===== src/rtl/adc_block_framer.sv =====
// Frames LTC2315 A/B sample pairs into fixed-length FIFO blocks, written only when the whole block fits.
// Optional channel-A amplitude-step trigger: define ADC_TRIGGER_EN.
module adc_block_framer #(
  parameter int BLOCK_LEN  = 256,
  parameter int FIFO_DEPTH = 512,
  parameter int CNT_W      = 9
) (
  input  logic             clk,
  input  logic             reset,
  input  logic             adc_cs,
  input  logic [15:0]      adc_data_a,
  input  logic [15:0]      adc_data_b,
  input  logic             start,
  input  logic [15:0]      porog,
  input  logic             porog_valid,
  input  logic [CNT_W-1:0] fifo_wr_count,
  output logic [15:0]      fifo_din_a,
  output logic [15:0]      fifo_din_b,
  output logic             fifo_wr_en,
  output logic             block_start,
  output logic [15:0]      frame_cnt,
  output logic [7:0]       overflow_cnt,
  output logic             busy
);

  localparam int IDX_W = (BLOCK_LEN > 2) ? $clog2(BLOCK_LEN) : 1;
  localparam logic [CNT_W-1:0] SPACE_LIM = CNT_W'(FIFO_DEPTH - BLOCK_LEN);
  localparam logic [IDX_W-1:0] IDX_LAST_M1 = IDX_W'(BLOCK_LEN - 2);

  typedef enum logic [1:0] {S_IDLE, S_ARM, S_CAPTURE} state_t;

  state_t           r_state;
  state_t           w_next_state;
  logic             r_cs_f;
  logic             r_cs_ff;
  logic             w_strobe;
  logic [15:0]      r_smp_a;
  logic [15:0]      r_smp_b;
  logic             r_wr_en;
  logic             r_block_start;
  logic [15:0]      r_frame_cnt;
  logic [7:0]       r_overflow_cnt;
  logic [IDX_W-1:0] r_idx;
  logic             w_space_ok;
  logic             w_start_cond;
  logic             w_write;
  logic             w_first_word;
  logic             w_ovf_inc;
  logic             w_frame_done;

  assign w_strobe   = r_cs_f & ~r_cs_ff;
  assign w_space_ok = (fifo_wr_count <= SPACE_LIM);

`ifdef ADC_TRIGGER_EN
  logic [15:0]        r_porog;
  logic [15:0]        r_prev_a;
  logic               r_first_arm;
  logic signed [16:0] w_diff;
  logic [16:0]        w_abs;

  assign w_diff       = $signed({adc_data_a[15], adc_data_a}) - $signed({r_prev_a[15], r_prev_a});
  assign w_abs        = w_diff[16] ? 17'(-w_diff) : 17'(w_diff);
  assign w_start_cond = ~r_first_arm & (w_abs > {1'b0, r_porog});

  always_ff @(posedge clk) begin
    if (reset) begin
      r_porog     <= '1;
      r_prev_a    <= '0;
      r_first_arm <= 1'b1;
    end else begin
      if (porog_valid) r_porog <= porog;
      if (w_strobe)    r_prev_a <= adc_data_a;
      // Entry from IDLE wins over a coincident strobe so the next ARM strobe only seeds prev_a.
      if (r_state == S_IDLE && w_next_state == S_ARM) r_first_arm <= 1'b1;
      else if (w_strobe)                               r_first_arm <= 1'b0;
    end
  end
`else
  logic w_unused_trig;
  assign w_unused_trig = ^{porog, porog_valid};
  assign w_start_cond  = 1'b1;
`endif

  always_ff @(posedge clk) begin
    if (reset) r_state <= S_IDLE;
    else       r_state <= w_next_state;
  end

  always_comb begin
    w_next_state = r_state;
    w_write      = 1'b0;
    w_first_word = 1'b0;
    w_ovf_inc    = 1'b0;
    w_frame_done = 1'b0;
    case (r_state)
      S_IDLE: if (start) w_next_state = S_ARM;
      S_ARM: begin
        if (!start) begin
          w_next_state = S_IDLE;
        end else if (w_strobe && w_start_cond) begin
          if (w_space_ok) begin
            w_write      = 1'b1;
            w_first_word = 1'b1;
            w_next_state = S_CAPTURE;
          end else begin
            w_ovf_inc = 1'b1;
          end
        end
      end
      S_CAPTURE: begin
        // r_idx holds the index of the last word written; word 0 went out from ARM.
        if (w_strobe) begin
          w_write = 1'b1;
          if (r_idx == IDX_LAST_M1) begin
            w_frame_done = 1'b1;
            w_next_state = start ? S_ARM : S_IDLE;
          end
        end
      end
      default: w_next_state = S_IDLE;
    endcase
  end

  always_ff @(posedge clk) begin
    if (reset) begin
      r_cs_f         <= 1'b0;
      r_cs_ff        <= 1'b0;
      r_smp_a        <= '0;
      r_smp_b        <= '0;
      r_wr_en        <= 1'b0;
      r_block_start  <= 1'b0;
      r_frame_cnt    <= '0;
      r_overflow_cnt <= '0;
      r_idx          <= '0;
    end else begin
      r_cs_f        <= adc_cs;
      r_cs_ff       <= r_cs_f;
      r_wr_en       <= w_write;
      r_block_start <= w_first_word;
      if (w_strobe) begin
        r_smp_a <= adc_data_a;
        r_smp_b <= adc_data_b;
      end
      if (w_frame_done) r_frame_cnt <= r_frame_cnt + 16'd1;
      if (w_ovf_inc && r_overflow_cnt != 8'hFF) r_overflow_cnt <= r_overflow_cnt + 8'd1;
      if (w_first_word) r_idx <= '0;
      else if (w_write) r_idx <= r_idx + 1'b1;
    end
  end

  assign fifo_din_a   = r_smp_a;
  assign fifo_din_b   = r_smp_b;
  assign fifo_wr_en   = r_wr_en;
  assign block_start  = r_block_start;
  assign frame_cnt    = r_frame_cnt;
  assign overflow_cnt = r_overflow_cnt;
  assign busy         = (r_state == S_CAPTURE);

endmodule


===== config.mk =====
export PLATFORM = sky130hd
export DESIGN_NAME = adc_block_framer
export DESIGN_NICKNAME = d
export VERILOG_FILES = /design/src/rtl/adc_block_framer.sv
export SDC_FILE = /design/constraint.sdc
export NUM_CORES = 1
export LEC_CHECK = 0
export BUFFER_PORTS_ARGS = -buffer_cell sky130_fd_sc_hd__buf_2
export CORE_MARGIN = 2
export CORE_UTILIZATION = 48
export CTS_BUF_LIST = sky130_fd_sc_hd__clkbuf_16
export CTS_CLUSTER_DIAMETER = 120
export DETAILED_ROUTE_END_ITERATION = 8
export MAX_ROUTING_LAYER = met4
export PLACE_DENSITY_LB_ADDON = 0.05
export REMOVE_ABC_BUFFERS = 1
export SYNTH_ARGS = -nofsm -noshare
export SYNTH_HDL_FRONTEND = slang
export SYNTH_SLANG_ARGS = --single-unit
export TNS_END_PERCENT = 100

===== constraint.sdc =====
create_clock -name clk -period 2.2 [get_ports clk]
set_input_delay 0.33 -clock clk [delete_from_list [all_inputs] [get_ports clk]]
set_output_delay 0.33 -clock clk [all_outputs]
set_load 0.03 [all_outputs]

-- After elaboration in Yosys (flattened, before gate mapping)
Index checks and enable logic that the tools add are counted.
- latch bits: 0
- ROM bits: 0
- logic and storage cells: 50
- output and inout bits: 59
- input port bits: 62
- flip-flop bits (word level): 70
- RAM bits: 0
- memories kept: 0
- div/mod/pow operators: 0
- order comparisons: 1
- $mul: 0
- equal/unequal tests: 9
- shift-type cells: 0
- reduce and logical (&&, ||, !) cells: 4
- add/sub/neg operators: 3
- bitwise operators: 2
- multiplexer cells: 21
- operator list (operator ; number):
    adder 16 x 1 -> 16 bit (second input constant) ; 1
    adder 8 x 1 -> 8 bit (second input constant) ; 2
    two-way mux 1 bit ; 13
    two-way mux 2 bit ; 6
    less-or-equal comparator 9 bit (second input constant) ; 1
    equality test 8 bit (second input constant) ; 1
    != test 8 bit (second input constant) ; 1
    != test 3 bit (second input constant) ; 2
    case mux 2 bit (3 select lines) ; 1
    AND reduction 5 bit ; 1
    != test 2 x 1 -> 1 bit (second input constant) ; 2
    equality test 2 x 1 -> 1 bit (second input constant) ; 1
    equality test 2 bit (second input constant) ; 1
    logical NOT 2 bit ; 1
    != test 2 bit (second input constant) ; 1
    case mux 1 bit (2 select lines) ; 1
    OR reduction 2 bit ; 1
    AND 1 bit ; 1
    logical AND 1 bit ; 1
    inverter 1 bit ; 1

-- Longest topological paths before layout
Gate-level depths: netlist of the first run.
- depth in word-level cells: 6
- gate-level depth with buffers: 7
- depth with buffers taken out: 6

-- Worst setup path after synthesis of the first run
No wires, ideal clock.
- path type: reg2reg
- from: register r_state[0]
- to: register r_frame_cnt[15], in the netlist frame_cnt[15]
- required time: 2079 ps
- buffers on the path: 1
- setup slack: 39 ps
- arrival: 2041 ps
- stages on the path, launching flop included: 8
- cell sequence: dfxtp_1 -> inv_1 -> ha_1 -> and3b_1 -> clkbuf_4 -> nand4_1 -> nor4_1 -> mux2_2
- cells in the longest elaborated chain, start to end: 2
- RTL lines (what ; RTL line ; text):
    from (decl) ; 32 ; state_t r_state;
    from (signal assigned) ; 86 ; else r_state <= w_next_state;
    equality test 2 bit ; - ;
    named net busy ; 23 ; output logic busy
    two-way mux 1 bit ; 95 ; case (r_state)
    to (signal assigned) ; 144 ; if (w_frame_done) r_frame_cnt <= r_frame_cnt + 16'd1;
    to (decl) ; 41 ; logic [15:0] r_frame_cnt;
The timed path passes the listed nets, and every way through them passes these cells.
A chain may end at the register's enable or synchronous reset.

-- Worst setup path in the final report of the first run
- from: register r_state[1]
- to: register r_overflow_cnt[6], in the netlist overflow_cnt[6]
- cells in the longest elaborated chain, start to end: 3
- RTL lines (what ; RTL line ; text):
    equality test 2 x 1 -> 1 bit ; 95 ;
    two-way mux 1 bit ; 95 ;
    logical AND 1 bit ; 145 ; if (w_ovf_inc && r_overflow_cnt != 8'hFF) r_overflow_cnt <= r_overflow_cnt + 8'd1;
    to (signal assigned) ; 145 ;
    to (decl) ; 42 ; logic [7:0] r_overflow_cnt;
No other way between the ends.

==> impl_metrics.ini, run 1 <==
[yosys]
synthFlopType = dfxtp_1
ys_ff_latch = 70
syn_inst = 368
yosysWarnings = 0
synth_cell_types = 44
synth_edf_count = 0
synth_simple_gate_area_share_pct = 25.49
yosys-mux-area-fraction_pct = 1.998
synth_area_sq_um = 3068
synth_fa_ha_area_share_pct = 3.263
synth_top_family_by_area = simple AND/OR/NAND/NOR gates
synth_compound_area_share_pct = 18.15
avgSynthCellArea_sq_um = 8.337
synth-xor-area-share_pct = 1.142
ys_seq_area_share_pct = 45.68
synth-async-reset-ratio_pct = 0

[timing]
setup_violations = 0
worst_pin_slew_ns = 0.4934
max_freq_mhz = 498.3
relSlewSlack_pct = 66.99
setup_ws_ns = 0.1933
min_period_ns = 2.007
fin_crit_sh_pct = 91.21
setup_tns_ns = 0
holdWs_ns = 0.2162
rsz0062_at_grt = no
fin_skew_ns = 0.003577
hold_violations = 0
drv_slew = 0

[critical_path]
critPathSlowestCell = or4b_2
critPathKind = reg -> reg
worstPathArrival_ns = 2.28
cpLargestDelayFamily = simple AND/OR/NAND/NOR gates
start_kind = register
critPathMaxFanout = 15
reg2reg_from = r_state[1]
critPathLaunch = r_state[1]
r2r_cells = 7
cp-endpoint = overflow_cnt[6]
end_kind = register
crit_buf_inv = 2
cp.required_ns = 2.47
cpPeakStageDelay_ns = 0.63
path_cells = inv_1, ha_1, and4b_1, o211ai_1, buf_4, or4b_2, nand2_1
cp_num_cells = 7
timing.rr.end = overflow_cnt[6]
r2r_slack_ns = 0.19

[pwr]
power_leakage_nw = 1.707
p_clk_share_pct = 49.1
comb_power_share_pct = 10.7
ir_worst_vdd_v = 0.0005860
p_int_mw = 2.541
netSwitchingPower_mw = 0.7852
power.total_mw = 3.326
power_frac_seq_pct = 40.3
swShare_pct = 23.61
powerDensity_nw_per_um2 = 826.1

[finish]
num-fill-cells = 588
final_core_util_pct = 64.14
areaGrowthSynthToFinish_pct = 31.24
layoutNonFillerInstCount = 555
antenna_cells = 0
drive_gt1_share_pct = 28.87
fin_area_sq_um = 4026
final_nets = 544

[outcome]
status = finished clean

[detailed_routing]
wl_per_cell_um = 13.28
vias = 3014
detail_route.drc_violations = 0
dr.pass1.iters = 4
routed_wl_mm = 7.369
drt_iter0_drc = 114
viasPerCell = 5.431
ant_nets = 0

[clock_network]
clk_latency_ns = 0.32
cts_tree = built
cts-htree-levels = 3
cts_sinks = 70
root_buffer = clkbuf_16
cts_setup_buffers = 0
clkTransAtPathRegs_ns = 0.06
cts_inserted_buffers = 9
ctsLongestPathBuffers = 2

[global_route]
grt_pass1_vias = 2782
grt_overflow_total = 0
antenna_found_initial = 0
globalRouteTotalUtil_pct = 21.94
grt_first_pass_wirelength_mm = 12.40
grt_max_degree = 38

[floorplanning]
die_area_sq_um = 7047
start_util_pct = 48.87
rows = 29
pin_count = 121
die_h_um = 83.95
die_x_um = 83.95
core_area_sq_um = 6277

[placed_design]
io_buffer_count = 103
place_hpwl_mm = 5.085
place_inst = 540
post-place-ws_ns = 0.09506
placed_area_sq_um = 3686
routabilityCongestion = 0.7949

[min_path]
hold_class = in -> reg

[run]
maxCapViolations = 0
-- per-layer routing --
metal  wire length (um)  up-vias  GRT usage, %
met2               3551       66         35.13
met1               3415     1395         27.11
met5                  0        -             -
li1                   -     1541             -
met4                133        0         9.238
met3                268       12         4.352
-- power groups by stage --
stage	registers, mW	clock network [mW]	logic [mW]
after floorplan	1.42	0	0.163
after global placement	1.36	0	0.346
after detailed placement	1.36	0	0.355
after CTS	1.34	1.66	0.357
after global routing	1.34	1.71	0.394
final	1.34	1.63	0.355
-- repair_timing --
| item | 4_1_cts | 5_1_grt |
|---|---|---|
| hold buffers | 0 | 0 |
| setup endpoints to repair | 0 | 1 |
| resized for setup | 0 | 1 |
-- registers in the layout, indices dropped and copies added (netlist names), 2 cells and up --
| signal | count |
|---|---|
| fifo_din_a | 16 |
| fifo_din_b | 16 |
| frame_cnt | 16 |
| overflow_cnt | 8 |
| r_idx | 8 |
| r_state | 2 |
-- worst reg2reg max path, stage by stage, from the launching register on --
cell,delay (ns)
dfxtp_1,0.34
inv_1,0.09
ha_1,0.23
and4b_1,0.28
o211ai_1,0.11
buf_4,0.19
or4b_2,0.63
nand2_1,0.08
-- synthesized netlist by cell type, drive strengths merged (4+ instances only) --
library cell / count / area, sq um
nand2: 76 / 285.3
dfxtp: 70 / 1401
a21oi: 55 / 275.3
clkbuf: 17 / 67.57
or4: 15 / 120.1
inv: 12 / 45.04
o21ai: 11 / 55.05
o31ai: 11 / 82.58
nand3: 10 / 50.05
nand4: 9 / 56.30
or3: 9 / 56.30
ha: 8 / 100.1
nor2: 8 / 30.03
o211ai: 6 / 45.04
mux2i: 5 / 50.05
nor2b: 4 / 25.02
-- how the worst min path moves through the flow --
stage                   start              to  slack (ns)  cells after the start
3_3_place_gp   fifo_din_b[12]  fifo_din_b[12]        0.44                      2
3_5_place_dp   fifo_din_b[12]  fifo_din_b[12]        0.44                      2
2_1_floorplan           reset   fifo_din_a[0]        0.40                      1
4_1_cts                adc_cs          r_cs_f        0.21                      2
5_1_grt         adc_data_a[4]   fifo_din_a[4]        0.23                      3
6_report               adc_cs          r_cs_f        0.22                      2
-- logic make-up (layout without fill, tap and decap cells) --
kind of cell,Yosys count,in the layout
AOI/OAI and AO/OA,95,95
xor gates and xnor gates,4,4
and+or+nand+nor,153,153
DFF,70,70
adders and majority gates,8,8
buffers and inverters,32,142
muxes,6,6
-- layout make-up --
class	instances	area (sq um)	area share, %
Timing Repair Buffer	115	605.6	15.04
Multi-Input combinational cell	266	1541	38.28
Sequential cell	70	1401	34.80
Clock buffer	9	225.2	5.594
Tap cell	77	96.34	2.393
Inverter	12	45.04	1.119
Clock inverter	6	111.4	2.766
-- placed cells by master, fill, tap and decap left out, drive strengths merged, types with 9 or more instances in the layout --
cell type,instances
buf,115
or4,15
o21ai,11
or3,9
inv,12
clkbuf,9
dfxtp,70
a21oi,55
nand4,9
o31ai,11
nand3,10
nand2,76
Power figures use the tool's default switching activity.
==> inputs of run 2 (changes only) <==
--- a/config.mk
+++ b/config.mk
@@ -14,6 +14,7 @@
 export MAX_ROUTING_LAYER = met4
 export PLACE_DENSITY_LB_ADDON = 0.05
 export REMOVE_ABC_BUFFERS = 1
+export SETUP_SLACK_MARGIN = 0.5
 export SYNTH_ARGS = -nofsm -noshare
 export SYNTH_HDL_FRONTEND = slang
 export SYNTH_SLANG_ARGS = --single-unit
==> impl_metrics.ini, run 2 (same netlist as run 1, synthesis figures left out) <==
[min_path]
whs_path_depth = 2
holdCritStartpoint = adc_cs
whs_endpoint = r_cs_f
hold_class = in -> reg

[timing]
fin_skew_ns = 0.005146
hold_violations = 0
max_freq_mhz = 554.1
min_period_ns = 1.805
setup_violations = 0
holdWs_ns = 0.2165
relSlewSlack_pct = 69.69
fin_crit_sh_pct = 82.03
rsz0062_at_grt = yes
worst_pin_slew_ns = 0.4542
drv_slew = 0

[finish]
multiInputGateArea_sq_um = 1764
drive_gt1_share_pct = 40.67
layout_common_cells = 104 x buf_2, 76 x nand2_1, 62 x dfxtp_1
antenna_cells = 0
fin_area_sq_um = 4473
seqCellArea_sq_um = 1416
layout.cells.most_common = buf_2
layoutNonFillerInstCount = 581
areaGrowthSynthToFinish_pct = 45.80
num-fill-cells = 506
final_nets = 570

[critical_path]
worstPathArrival_ns = 2.07
reg2reg_from = r_state[0]
critPathMaxFanout = 6
r2r_cells = 8
cp.required_ns = 2.46
end_kind = register
critPathKind = reg -> reg
r2r_slack_ns = 0.40
timing.rr.end = frame_cnt[5]
start_kind = register

[clock_network]
clk_latency_ns = 0.33
clkTransAtPathRegs_ns = 0.06
cts-htree-levels = 3
root_buffer = clkbuf_16
cts_hold_buf = 0
ctsLongestPathBuffers = 2
cts_tree = built
cts_sinks = 70
cts_inserted_buffers = 9

[detailed_routing]
wl_per_cell_um = 14.63
viasPerCell = 5.518
drt_iter0_drc = 170
dr.pass1.iters = 4
vias = 3206
routed_wl_mm = 8.501
ant_nets = 0
detail_route.drc_violations = 0

[floorplanning]
start_util_pct = 48.87
rows = 29
die_area_sq_um = 7047
die_x_um = 83.95
pin_count = 121
die_h_um = 83.95
core_area_sq_um = 6277

[global_route]
globalRouteTotalUtil_pct = 23.16
grt_util_met3_pct = 4.451
grt_overflow_total = 0
antenna_found_initial = 0
grt_pass1_vias = 2896
grt_first_pass_wirelength_mm = 13.03
grt_busiest_layer = met2
grt_max_degree = 38
met2_usage_pct = 37.24
grt_util_met1_pct = 28.60

[pwr]
ir_worst_vdd_v = 0.0005865
power_leakage_nw = 1.887
power.total_mw = 3.485
powerDensity_nw_per_um2 = 779.1

[placed_design]
routabilityCongestion = 0.7949
io_buffer_count = 103
place_hpwl_mm = 5.085
placed_area_sq_um = 3686
place_inst = 540

[outcome]
status = finished clean

[run]
maxCapViolations = 0
run 2: cell types whose count changed in the layout (fill, tap and decap cells not counted), sizes merged:
cell / change
buf: +25
o211a: +1
run 2: layer usage:
layer | up-vias | share of wire [%]
li1 | 1598 | -
met2 | 74 | 50
met3 | 13 | 3.9
met5 | - | 0
met1 | 1521 | 44
met4 | 0 | 1.7
run 2: repair_timing:
item,in CTS,in global routing
pin swaps,20,16
endpoints found under the setup margin,30,30
buffers inserted,13,11
gates cloned,0,2
gates resized for setup,32,33
run 2: worst max-delay path by stage:
stage,depth (start not counted),start,end
floorplan,4,r_cs_f,r_idx[1]
global placement,5,fifo_wr_count[4],r_idx[3]
detailed placement,5,fifo_wr_count[4],r_idx[3]
CTS,7,r_state[0],frame_cnt[4]
global route,8,r_state[0],frame_cnt[5]
finish,8,r_state[0],frame_cnt[5]
run 2: worst max-delay path: stages (launching register included):
cell     delay, ns
dfxtp_4       0.36
inv_4         0.06
ha_4          0.15
and3b_1       0.19
buf_6         0.13
nand4_1       0.18
buf_4         0.20
or3_1         0.35
a21oi_2       0.12
run 2: final cells by class:
cell class	instances	area share [%]
Sequential cell	70	31.66
Multi-Input combinational cell	267	39.44
Tap cell	77	2.154
Clock buffer	9	5.035
Timing Repair Buffer	140	18.10
Inverter	12	1.119
Clock inverter	6	2.490
run 2: where the power goes:
| group | internal [mW] | switching, mW | total [mW] | leakage, nW |
|---|---|---|---|---|
| clock network | 1.10 | 0.532 | 1.63 | 0.161 |
| registers | 1.32 | 0.0358 | 1.35 | 0.572 |
| logic | 0.221 | 0.280 | 0.501 | 1.15 |
run 2: through the flow:
| stage | setup WS, ns | util (%) | TNS (ns) |
|---|---|---|---|
| 6_report | 0.3954 | 71.26 | 0 |
| 5_1_grt | 0.3139 | 71.26 | 0 |
| 4_1_cts | 0.4249 | 67.41 | 0 |
| 3_5_place_dp | 0.09506 | 58.72 | 0 |
| 3_3_place_gp | 0.1238 | 58.72 | 0 |
| 2_1_floorplan | -0.3685 | - | -2.826 |
